[config.mk]
export PLATFORM = sky130hd
export DESIGN_NAME = rr_mux_arbiter_flat
export DESIGN_NICKNAME = d
export VERILOG_FILES = /design/src/rtl/rr_mux_arbiter_if.sv /design/src/rtl/rr_mux_arbiter.sv /design/src/flat_wrapper.sv
export SDC_FILE = /design/constraint.sdc
export NUM_CORES = 1
export LEC_CHECK = 0
export ABC_AREA = 1
export BUFFER_PORTS_ARGS = -buffer_cell sky130_fd_sc_hd__buf_4
export CAP_MARGIN = 20
export CORE_ASPECT_RATIO = 0.9
export CORE_UTILIZATION = 25
export CTS_BUF_LIST = sky130_fd_sc_hd__clkbuf_4
export CTS_CLUSTER_SIZE = 24
export DETAILED_ROUTE_END_ITERATION = 12
export GPL_ROUTABILITY_DRIVEN = 0
export PLACE_DENSITY_LB_ADDON = 0.1
export SYNTH_ARGS = -nofsm -noshare
export SYNTH_HDL_FRONTEND = slang
export SYNTH_SLANG_ARGS = --single-unit
[constraint.sdc]
create_clock -name clk -period 1.2 [get_ports clk]
set_input_delay 0.06 -clock clk [delete_from_list [all_inputs] [get_ports clk]]
set_output_delay 0.06 -clock clk [all_outputs]
set_load 0.02 [all_outputs]
[src/rtl/rr_mux_arbiter_if.sv]
// Handshake bundle between four requesters and the shared output channel of rr_mux_arbiter.
interface rr_mux_arbiter_if #(
    parameter int WIDTH = 8
);
    logic [3:0]         req;
    logic [4*WIDTH-1:0] din;
    logic [3:0]         last;
    logic               out_ready;
    logic               out_valid;
    logic [WIDTH-1:0]   out_data;
    logic [3:0]         grant;
    logic [1:0]         sel;
    logic               busy;
    logic               timeout;

    modport master (
        output req, din, last, out_ready,
        input  out_valid, out_data, grant, sel, busy, timeout
    );

    modport slave (
        input  req, din, last, out_ready,
        output out_valid, out_data, grant, sel, busy, timeout
    );
endinterface

[src/rtl/rr_mux_arbiter.sv]
// Round-robin burst arbiter muxing four requesters onto one valid/ready channel.
// Define ARB_TIMEOUT_EN to compile in the MAX_HOLD forced-release timeout.
module rr_mux_arbiter #(
    parameter int WIDTH    = 8,
    parameter int MAX_HOLD = 16
) (
    input  logic              clk,
    input  logic              reset,
    rr_mux_arbiter_if.slave   bus
);
    typedef enum logic {
        IDLE  = 1'b0,
        GRANT = 1'b1
    } state_e;

    if (MAX_HOLD < 2 || MAX_HOLD > 255) begin : g_bad_max_hold
        $error("rr_mux_arbiter: MAX_HOLD must be within 2..255");
    end

    state_e     state_q, state_d;
    logic [3:0] grant_q, grant_d;
    logic [1:0] sel_q, sel_d;
    logic [1:0] ptr_q, ptr_d;
    logic       busy_q, busy_d;

    logic [1:0] winner;
    logic       out_valid;
    logic       xfer;
    logic       rel_last;
    logic       rel_abandon;
    logic       force_rel;
    logic       release_now;

`ifdef ARB_TIMEOUT_EN
    logic [7:0] hold_q, hold_d;
    logic       timeout_q, timeout_d;
`endif

    // First requester at or after ptr, scanning with 2-bit wrap; later offsets are overwritten.
    always_comb begin
        winner = ptr_q;
        for (int i = 3; i >= 0; i--) begin
            if (bus.req[ptr_q + 2'(i)]) winner = ptr_q + 2'(i);
        end
    end

    assign out_valid     = (state_q == GRANT) & bus.req[sel_q];
    assign bus.out_valid = out_valid;
    assign bus.out_data  = (state_q == GRANT) ? bus.din[sel_q*WIDTH +: WIDTH] : '0;
    assign bus.grant     = grant_q;
    assign bus.sel       = sel_q;
    assign bus.busy      = busy_q;

    assign xfer        = out_valid & bus.out_ready;
    assign rel_last    = xfer & bus.last[sel_q];
    assign rel_abandon = ~bus.req[sel_q];

`ifdef ARB_TIMEOUT_EN
    assign force_rel   = (hold_q == 8'(MAX_HOLD - 1)) & ~rel_last & ~rel_abandon;
    assign bus.timeout = timeout_q;
`else
    assign force_rel   = 1'b0;
    assign bus.timeout = 1'b0;
`endif

    assign release_now = rel_last | rel_abandon | force_rel;

    // NOTE: every _d gets its hold value first so no path through this block can infer a latch.
    always_comb begin
        state_d   = state_q;
        grant_d   = grant_q;
        sel_d     = sel_q;
        ptr_d     = ptr_q;
        busy_d    = busy_q;
`ifdef ARB_TIMEOUT_EN
        hold_d    = hold_q;
        timeout_d = 1'b0;
`endif
        unique case (state_q)
            IDLE: begin
                if (|bus.req) begin
                    state_d = GRANT;
                    grant_d = 4'b0001 << winner;
                    sel_d   = winner;
                    busy_d  = 1'b1;
`ifdef ARB_TIMEOUT_EN
                    hold_d  = '0;
`endif
                end
            end
            GRANT: begin
`ifdef ARB_TIMEOUT_EN
                hold_d = (hold_q == 8'hFF) ? hold_q : hold_q + 8'd1;
`endif
                if (release_now) begin
                    state_d   = IDLE;
                    grant_d   = '0;
                    ptr_d     = sel_q + 2'd1;
                    busy_d    = 1'b0;
`ifdef ARB_TIMEOUT_EN
                    timeout_d = force_rel;
`endif
                end
            end
            default: state_d = IDLE;
        endcase
    end

    // NOTE: state uses non-blocking assignments so every flop samples pre-edge values.
    always_ff @(posedge clk) begin
        if (reset) begin
            state_q   <= IDLE;
            grant_q   <= '0;
            sel_q     <= '0;
            ptr_q     <= '0;
            busy_q    <= 1'b0;
`ifdef ARB_TIMEOUT_EN
            hold_q    <= '0;
            timeout_q <= 1'b0;
`endif
        end else begin
            state_q   <= state_d;
            grant_q   <= grant_d;
            sel_q     <= sel_d;
            ptr_q     <= ptr_d;
            busy_q    <= busy_d;
`ifdef ARB_TIMEOUT_EN
            hold_q    <= hold_d;
            timeout_q <= timeout_d;
`endif
        end
    end
endmodule

[src/flat_wrapper.sv]
// flat-port wrapper written by rule: the top's interface ports become plain ports
module rr_mux_arbiter_flat 
#(
    parameter int WIDTH    = 8,
    parameter int MAX_HOLD = 16
)
  (clk, reset, bus_req, bus_din, bus_last, bus_out_ready, bus_out_valid, bus_out_data, bus_grant, bus_sel, bus_busy, bus_timeout);
  rr_mux_arbiter_if #(.WIDTH(WIDTH)) bus_i ();
  input  logic clk;
  input  logic reset;
  input wire logic [$bits(bus_i.req)-1:0] bus_req;
  input wire logic [$bits(bus_i.din)-1:0] bus_din;
  input wire logic [$bits(bus_i.last)-1:0] bus_last;
  input wire logic [$bits(bus_i.out_ready)-1:0] bus_out_ready;
  output wire logic [$bits(bus_i.out_valid)-1:0] bus_out_valid;
  output wire logic [$bits(bus_i.out_data)-1:0] bus_out_data;
  output wire logic [$bits(bus_i.grant)-1:0] bus_grant;
  output wire logic [$bits(bus_i.sel)-1:0] bus_sel;
  output wire logic [$bits(bus_i.busy)-1:0] bus_busy;
  output wire logic [$bits(bus_i.timeout)-1:0] bus_timeout;
  assign bus_i.req = bus_req;
  assign bus_i.din = bus_din;
  assign bus_i.last = bus_last;
  assign bus_i.out_ready = bus_out_ready;
  assign bus_out_valid = bus_i.out_valid;
  assign bus_out_data = bus_i.out_data;
  assign bus_grant = bus_i.grant;
  assign bus_sel = bus_i.sel;
  assign bus_busy = bus_i.busy;
  assign bus_timeout = bus_i.timeout;
  rr_mux_arbiter #(.WIDTH(WIDTH), .MAX_HOLD(MAX_HOLD)) u_core (.clk(clk), .reset(reset), .bus(bus_i));
endmodule
-- Word-level counts from Yosys, hierarchy flattened
Cells that the tools add are included.
- register bits after elaboration: 10
- bits in latches: 0
- bits in writable memories: 0
- memory bits (read-only): 0
- input port bits: 43
- memories: 0
- $add $sub $neg: 4
- multipliers: 0
- divide/modulo/power cells: 0
- magnitude comparators: 5
- eq/ne operators: 2
- shifts and indexed selects: 2
- muxes and demuxes: 26
- bitwise gates (word level): 6
- reductions and logical operators: 4
- operators by type and width (kind ; number):
    indexed part select 32 x 6 -> 8 bit ; 1
    < comparator 2 x 3 -> 1 bit (second input constant) ; 5
    binary-select mux 1 bit (select 2 bit) ; 6
    two-way mux 1 bit ; 10
    two-way mux 2 bit ; 4
    two-way mux 4 bit ; 2
    two-way mux 8 bit ; 1
    one-hot mux 4 bit (2 select lines) ; 1
    AND reduction 2 bit ; 3
    adder 2 x 1 -> 2 bit (second input constant) ; 2
    adder 2 bit (second input constant) ; 2
    one-hot mux 1 bit (2 select lines) ; 2
    OR reduction 4 bit ; 1
    << shifter 1 x 2 -> 4 bit (first input constant) ; 1
    bitwise AND 1 bit ; 3
    inequality test 2 x 1 -> 1 bit (second input constant) ; 1
    inequality test 2 bit (second input constant) ; 1
    NOT 1 bit ; 2
    OR 1 bit ; 1

-- Depth between registers and ports, before layout
Gate-level depths: netlist (run 1).
- depth after elaboration: 10
- mapped depth: 13
- gate-level depth less buffers: 12

-- Worst setup path before layout (run 1)
No wires, ideal clock.
- path type: reg-to-output
- from: reg u_core.sel_q[0], in the netlist u_core.bus.sel[0]
- to: out bus_out_data[5]
- data arrival time: 1.443 ns
- required time: 1.140 ns
- path slack: -0.303 ns
- cell stages (with the launch flop): 7
- path buffers: 2
- cell sequence: dfxtp_1 -> buf_4 -> buf_2 -> nor2_1 -> nor2_1 -> o21ai_0 -> a21oi_1
- cells in the longest elaborated chain, start to end: 2
- ends and longest elaborated chain (what ; line ; source):
    start, declared ; rr_mux_arbiter.sv:22 ; logic [1:0] sel_q, sel_d;
    start signal, assigned ; rr_mux_arbiter.sv:124 ; sel_q <= sel_d;
    indexed part select 32 x 6 -> 8 bit ; rr_mux_arbiter.sv:49 ; assign bus.out_data = (state_q == GRANT) ? bus.din[sel_q*WIDTH +: WIDTH] : '0;
    two-way mux 8 bit ; rr_mux_arbiter.sv:49 ;
    end, declared ; flat_wrapper.sv:16 ; output wire logic [$bits(bus_i.out_data)-1:0] bus_out_data;
Every way passes these cells.

-- Worst setup path after layout (run 1)
- from: reg u_core.sel_q[0], in the netlist u_core.bus.sel[0]
- to: out bus_out_data[7]
Same word-level chain as after synthesis.

==> results of run 1 <==
per-layer routing:
metal	up-vias	global-route usage
met3	2	0.0194
met4	0	0.0357
met5	-	0
met1	606	0.233
li1	729	-
met2	42	0.256
stage by stage:
stage               TNS, ns  utilization  hold WS (ns)  cell area (sq um)  cells
finish                -2.72        0.512         0.221               1950    301
floorplan            -0.142            -         0.129               1080    178
detailed placement   -0.995        0.432         0.283               1650    291
CTS                   -2.68        0.475         0.219               1810    299
global route          -4.38        0.512         0.261               1950    301
global placement      -1.06        0.432         0.278               1650    291
placed cells by master, fill, tap and decap left out, types with 2 or more instances in the layout:
cell / count
buf_6: 9
dfxtp_1: 6
nand3_2: 5
nand4_1: 2
buf_4: 69
inv_4: 3
nand2_2: 16
nor2_1: 29
nand3_1: 7
nand2_1: 12
a21oi_2: 10
nor2_2: 8
a21oi_1: 8
inv_2: 5
nand2_4: 15
dfxtp_4: 4
o21ai_1: 13
o21ai_2: 8
inv_1: 10
clkbuf_4: 4
final timing paths:
check             depth (start not counted)  slack, ns                              from                          endpoint
setup / recovery                          6      -0.19    u_core.bus.sel[0]$_SDFFE_PP0P_                   bus_out_data[7]
hold / removal                            4       0.22                        bus_req[2]         u_core.state_q$_SDFF_PP0_
setup reg to reg                         11      -0.16      u_core.ptr_q[0]$_SDFFE_PP0P_  u_core.bus.grant[1]$_SDFFE_PP0P_
hold reg to reg                           2       0.49  u_core.bus.grant[2]$_SDFFE_PP0P_  u_core.bus.grant[2]$_SDFFE_PP0P_
power by group:
group | leakage (nW) | internal, W | switching [W]
registers | 0.0851 | 0.000417 | 0.000109
clock network | 0.0184 | 0.000151 | 0.000126
logic | 0.857 | 0.000916 | 0.00114
worst max-delay path, delay by kind of cell (launching register included):
family / cells / cell delay, ns
buf+inv: 2 / 0.27
flops: 1 / 0.42
compound gates: 2 / 0.25
simple gates: 2 / 0.13
cells by family (layout without fill, tap and decap cells):
group / after synthesis / in the layout / share of synthesized area
AO/OA/AOI/OAI: 43 / 43 / 0.227
buffers and inverters: 28 / 104 / 0.130
XOR/XNOR: 1 / 1 / 0.00859
flip-flops: 10 / 10 / 0.196
other: 1 / 1 / 0.00368
AND/OR/NAND/NOR: 95 / 96 / 0.434
sequential cells by signal, summed over array words and instances, names as in the netlist:
register / flops
u_core.bus.busy: 1
u_core.bus.grant: 4
u_core.bus.sel: 2
u_core.ptr_q: 2
u_core.state_q: 1
cell type report:
cell class | count | area, sq um
Fill cell | 380 | 1860
Multi-Input combinational cell | 141 | 913
Timing Repair Buffer | 80 | 644
Sequential cell | 10 | 215
Inverter | 20 | 90.1
Tap cell | 46 | 57.6
Clock buffer | 4 | 30.0
repair_timing:
action,4_1_cts,5_1_grt
resized for setup,54,31
setup endpoints to repair,19,19
pin swaps,23,27
setup buffers,3,1
hold buffers,1,0
hold endpoints to repair,1,0
cloned,1,1
==> qor.txt, run 1 <==
PwrDens: 1470 nW/um^2
Routed wire length: 3.50 mm
Worst Slack Setup Final: -0.185 ns
Post-Syn Area: 1020 sq um
Most frequent cell after synthesis: nor2_1
Outcome: complete, but fails checks
CP endpoint kind: output pin
Total power: 0.00286 W
Post-DP HPWL: 2.63 mm
Layout Nets: 299
Number of remaining DRC errors: 0
Synthesis Warnings: 0
Via density: 4.58
Top FF cell, synth: dfxtp_1
Final Skew: 0.00670 ns
Final worst-path cycle share: 1.15
CTS tree: yes
Final number of hold-violating endpoints: 0
Post-synth top cells: nor2_1 (37), nand2_1 (26), a21oi_1 (18), o21ai_0 (18), nand2_2 (14)
Wire length on met3: 196 microns
Post-synth EDFFs: 0
DR pass1 iterations: 4
H-tree levels: 1
CP max FO: 7
First-pass GRT wire length: 5.88 mm
Total I/O pin count: 60
Post-Syn Instances: 178
Synth unique cells: 26
Final number of setup-violating endpoints: 19
Chip width: 69.3 microns
Clk_lat worst skew: 0.27 ns
Vias in the first global route: 1328
Highest metal used: met4
Buffers on Ports: 58
Avg Inst Size Synth: 5.73 sq um
Met1 WL: 1.72 mm
RSZ-0062 raised after global routing: yes
Initial Utilization: 0.268
Pin count of the biggest net entering global routing: 16
HP Class: in2reg
CP Data Required Time: 1.14 ns
Sequential fraction of the synthesis area: 0.196
Antenna violations before repair: 0
Max-Cap Viols: 0
Row Count: 21
Share of the synthesized area in the top cell type: 0.196
Crit path cell chain: buf_6 -> nor2_1 -> nor2_1 -> o21ai_1 -> a21oi_2 -> buf_6
Lkg Pwr: 0.961 nW
ANT cells: 0
Final Critical Period: 1.39 ns
CTS sink count: 10
Total gr overflow: 0
Peak supply drop: 0.851 mV
Critical path launch point type: flop
Reg clk slew, reported paths: 0.07 ns
CTS root buf: clkbuf_4
Chip Height: 62.6 microns
Share of cells above drive strength 1: 0.635
Worst path slowest cell: dfxtp_4
Cts bufs inserted: 3
Detail Route Antenna Nets: 0
DR WL/cell: 11.6 microns
Max Clock Freq: 0.722 GHz
Post-synthesis net count: 221
Synth area leader: dfxtp_1
#FFs+latches synth: 10
Post-synth ARST share: 0
Dpl ws: -0.203 ns
CTS max path bufs: 2
Global Route Usage Sum: 0.162
Max incr delay on CP: 0.42 ns
Routed via count: 1379
Area growth syn-to-layout: 91.3%
Crit path arrival time: 1.33 ns
Crit path kind: reg2out
Max Slew Vio Count: 0
Failing checks: negative setup slack
Initial DRC count: 48
Placeable Area: 3810 sq um
Synth top area cells: dfxtp_1 (20%), nor2_1 (14%), nand2_1 (9.6%), a21oi_1 (8.8%), o21ai_0 (8.8%)
Met2 WL: 1.58 mm
DIE AREA: 4340 sq um
(Power assumes the default switching activity.)
==> inputs of run 2 (changes only) <==
- CTS_BUF_LIST: sky130_fd_sc_hd__clkbuf_4 -> sky130_fd_sc_hd__clkbuf_8
- HOLD_SLACK_MARGIN: unset -> 0.12
==> run 2 against run 1 <==
  * The run still ends with negative setup slack left
  * Core utilization is 1.8 points higher
  * Die area stayed put
  * Clock power is 30% higher
  * Power is 7.0% higher
  * Clock skew is 0.0049 ns lower
  * Final cell count is 0.33% higher
  * Register-to-register slack hardly changed
  * Critical path depth stayed put
  * Critical path type unchanged
==> qor.txt, run 2 (synthesis gave the netlist of run 1 again) <==
Placeable Area: 3810 sq um (unchanged)
CP Data Required Time: 1.14 ns (about the same)
Fin Hold WS: 0.251 ns (was 0.221 ns)
Total power: 0.00306 W (was 0.00286 W)
Row Count: 21 (unchanged)
Fin util: 0.530 (was 0.512)
Most frequent cells in the layout: buf_4 (70), nor2_1 (26), nand2_4 (19) (was buf_4 (69), nor2_1 (29), nand2_2 (16))
R2R Path End: u_core.bus.grant[3]$_SDFFE_PP0P_ (was u_core.bus.grant[1]$_SDFFE_PP0P_)
Chip width: 69.3 microns (unchanged)
Routed via count: 1399 (was 1379)
Final number of hold-violating endpoints: 0 (unchanged)
Global Route Usage Sum: 0.165 (was 0.162)
Antenna violations before repair: 0 (unchanged)
Final Skew: 0.00180 ns (was 0.00670 ns)
Final Critical Period: 1.35 ns (was 1.39 ns)
H-tree levels: 1 (unchanged)
Share of power burned in the clock network: 0.118 (was 0.097)
Worst Slack Setup Final: -0.154 ns (was -0.185 ns)
Initial DRC count: 54 (was 48)
Share of cells above drive strength 1: 0.652 (was 0.635)
Hold Path End: u_core.state_q$_SDFF_PP0_ (unchanged)
Via density: 4.63 (was 4.58)
Cts bufs inserted: 3 (unchanged)
Crit path arrival time: 1.29 ns (was 1.33 ns)
Reg clk slew, reported paths: 0.05 ns (was 0.07 ns)
PwrDens: 1510 nW/um^2 (was 1470 nW/um^2)
CTS max path bufs: 2 (unchanged)
CTS tree: yes (unchanged)
R2r startpoint: u_core.ptr_q[0]$_SDFFE_PP0P_ (unchanged)
CP max FO: 7 (unchanged)
DR pass1 iterations: 4 (unchanged)
Cell internal pwr: 0.00161 W (was 0.00148 W)
RSZ-0062 raised after global routing: yes (unchanged)
Lkg Pwr: 0.986 nW (was 0.961 nW)
Seq pwr share: 0.174 (was 0.184)
Area growth syn-to-layout: 98.0% (was 91.3%)
Vias in the first global route: 1373 (was 1328)
Most common cell after layout, fill and taps aside: buf_4 (unchanged)
Failing checks: negative setup slack (unchanged)
Max Clock Freq: 0.739 GHz (was 0.722 GHz)
Critical path launch point type: flop (unchanged)
Initial Utilization: 0.268 (unchanged)
Worst path slowest cell: dfxtp_4 (unchanged)
Chip Height: 62.6 microns (unchanged)
ANT cells: 0 (unchanged)
R2R depth: 12 (was 11)
Layout Nets: 300 (was 299)
CTS sink count: 10 (unchanged)
Delay-heaviest family, CP: flip-flops (unchanged)
NetSw: 0.00145 W (was 0.00137 W)
Power share of the combinational group: 0.708 (was 0.719)
Routed wire length: 3.67 mm (was 3.50 mm)
HP Class: in2reg (unchanged)
DR WL/cell: 12.2 microns (was 11.6 microns)
Total I/O pin count: 60 (unchanged)
Pin count of the biggest net entering global routing: 16 (unchanged)
Number of flip-flops in the largest register: 4 (unchanged)
Number of remaining DRC errors: 0 (unchanged)
Fillers: 378 (was 380)
Hold path depth: 4 (unchanged)
First-pass GRT wire length: 6.01 mm (was 5.88 mm)
Buffers on Ports: 58 (unchanged)
Final number of setup-violating endpoints: 19 (unchanged)
CP endpoint kind: output pin (unchanged)
R2R setup slack: -0.15 ns (was -0.16 ns)
Clk_lat worst skew: 0.24 ns (was 0.27 ns)
Crit path kind: reg2out (unchanged)
Outcome: complete, but fails checks (unchanged)
Dpl ws: -0.203 ns (unchanged)
HP Start: bus_req[2] (unchanged)
WP buf/inv: 2 (unchanged)
DIE AREA: 4340 sq um (unchanged)
Crit path cell chain: buf_6 -> nor2_1 -> nor2_1 -> o21ai_1 -> a21oi_2 -> buf_6 (unchanged)
Switching portion of total power: 0.475 (was 0.481)
Max incr delay on CP: 0.41 ns (was 0.42 ns)
Max Slew Vio Count: 0 (unchanged)
CTS root buf: clkbuf_8 (was clkbuf_4)
Total gr overflow: 0 (unchanged)
Max-Cap Viols: 0 (unchanged)
Peak supply drop: 0.919 mV (was 0.851 mV)
Final worst-path cycle share: 1.13 (was 1.15)
Detail Route Antenna Nets: 0 (unchanged)
Post-DP HPWL: 2.63 mm (unchanged)
==> run 2: changes by cell type in the layout (fill, tap and decap cells not counted), moves of 2 or more <==
cell	delta
nor2_2	+2
nor2_1	-3
nand2_4	+4
clkbuf_4	-4
clkbuf_8	+3
nand2_2	-3
==> run 2: per-stage QoR <==
stage	std cells	TNS (ns)	cell area (sq um)
2_1_floorplan	178	-0.142	1080
3_3_place_gp	291	-1.06	1650
3_5_place_dp	291	-0.995	1650
4_1_cts	300	-2.28	1800
5_1_grt	302	-3.82	2020
6_report	302	-2.21	2020
==> run 2: cell type report <==
class | instances | area, sq um | share of cell area
Timing Repair Buffer | 81 | 652 | 0.323
Multi-Input combinational cell | 141 | 957 | 0.474
Clock buffer | 3 | 41.3 | 0.0204
Tap cell | 46 | 57.6 | 0.0285
Inverter | 20 | 92.6 | 0.0458
Clock inverter | 1 | 3.75 | 0.00186
Sequential cell | 10 | 215 | 0.107
==> run 2: power groups by stage <==
stage | Clock (W) | Sequential [W] | Combinational (W)
finish | 0.000361 | 0.000531 | 0.00217
global placement | 0 | 0.000496 | 0.00164
floorplan | 0 | 0.000534 | 0.00104
global route | 0.000376 | 0.000542 | 0.00236
detailed placement | 0 | 0.000494 | 0.00164
CTS | 0.000364 | 0.000518 | 0.00179
==> run 2: per-layer routing <==
layer / global-route usage / vias up / share of wire
met5: 0 / - / 0
met2: 0.271 / 37 / 0.48
met3: 0.0210 / 4 / 0.041
met4: 0.0306 / 0 / 0.0052
li1: - / 729 / -
met1: 0.231 / 629 / 0.48
==> run 2: timing repair <==
item / 4_1_cts / 5_1_grt
gates cloned: 2 / 0
pin swaps: 19 / 24
endpoints found under the setup margin: 19 / 19
endpoints found under the hold margin: 4 / 0
setup buffers: 3 / 2
hold buffers: 1 / 0
gates resized for setup: 45 / 52
==> run 2: worst min-delay path: cells and delay by family <==
family / cells / cell delay [ns]
and+or+nand+nor: 1 / 0.05
buffers and inverters: 2 / 0.22
AOI/OAI and AO/OA: 1 / 0.12
==> run 2: worst max path at each step <==
stage	to	depth (start not counted)	startpoint	slack, ns
after floorplan	u_core.bus.sel[0]$_SDFFE_PP0P_	13	u_core.ptr_q[0]$_SDFFE_PP0P_	-0.05
after global placement	u_core.bus.grant[2]$_SDFFE_PP0P_	12	u_core.ptr_q[0]$_SDFFE_PP0P_	-0.21
after detailed placement	u_core.bus.grant[2]$_SDFFE_PP0P_	12	u_core.ptr_q[0]$_SDFFE_PP0P_	-0.20
after CTS	u_core.bus.grant[1]$_SDFFE_PP0P_	12	u_core.ptr_q[0]$_SDFFE_PP0P_	-0.16
after global routing	u_core.bus.sel[0]$_SDFFE_PP0P_	12	u_core.ptr_q[0]$_SDFFE_PP0P_	-0.24
final	bus_out_data[3]	6	u_core.bus.sel[0]$_SDFFE_PP0P_	-0.15
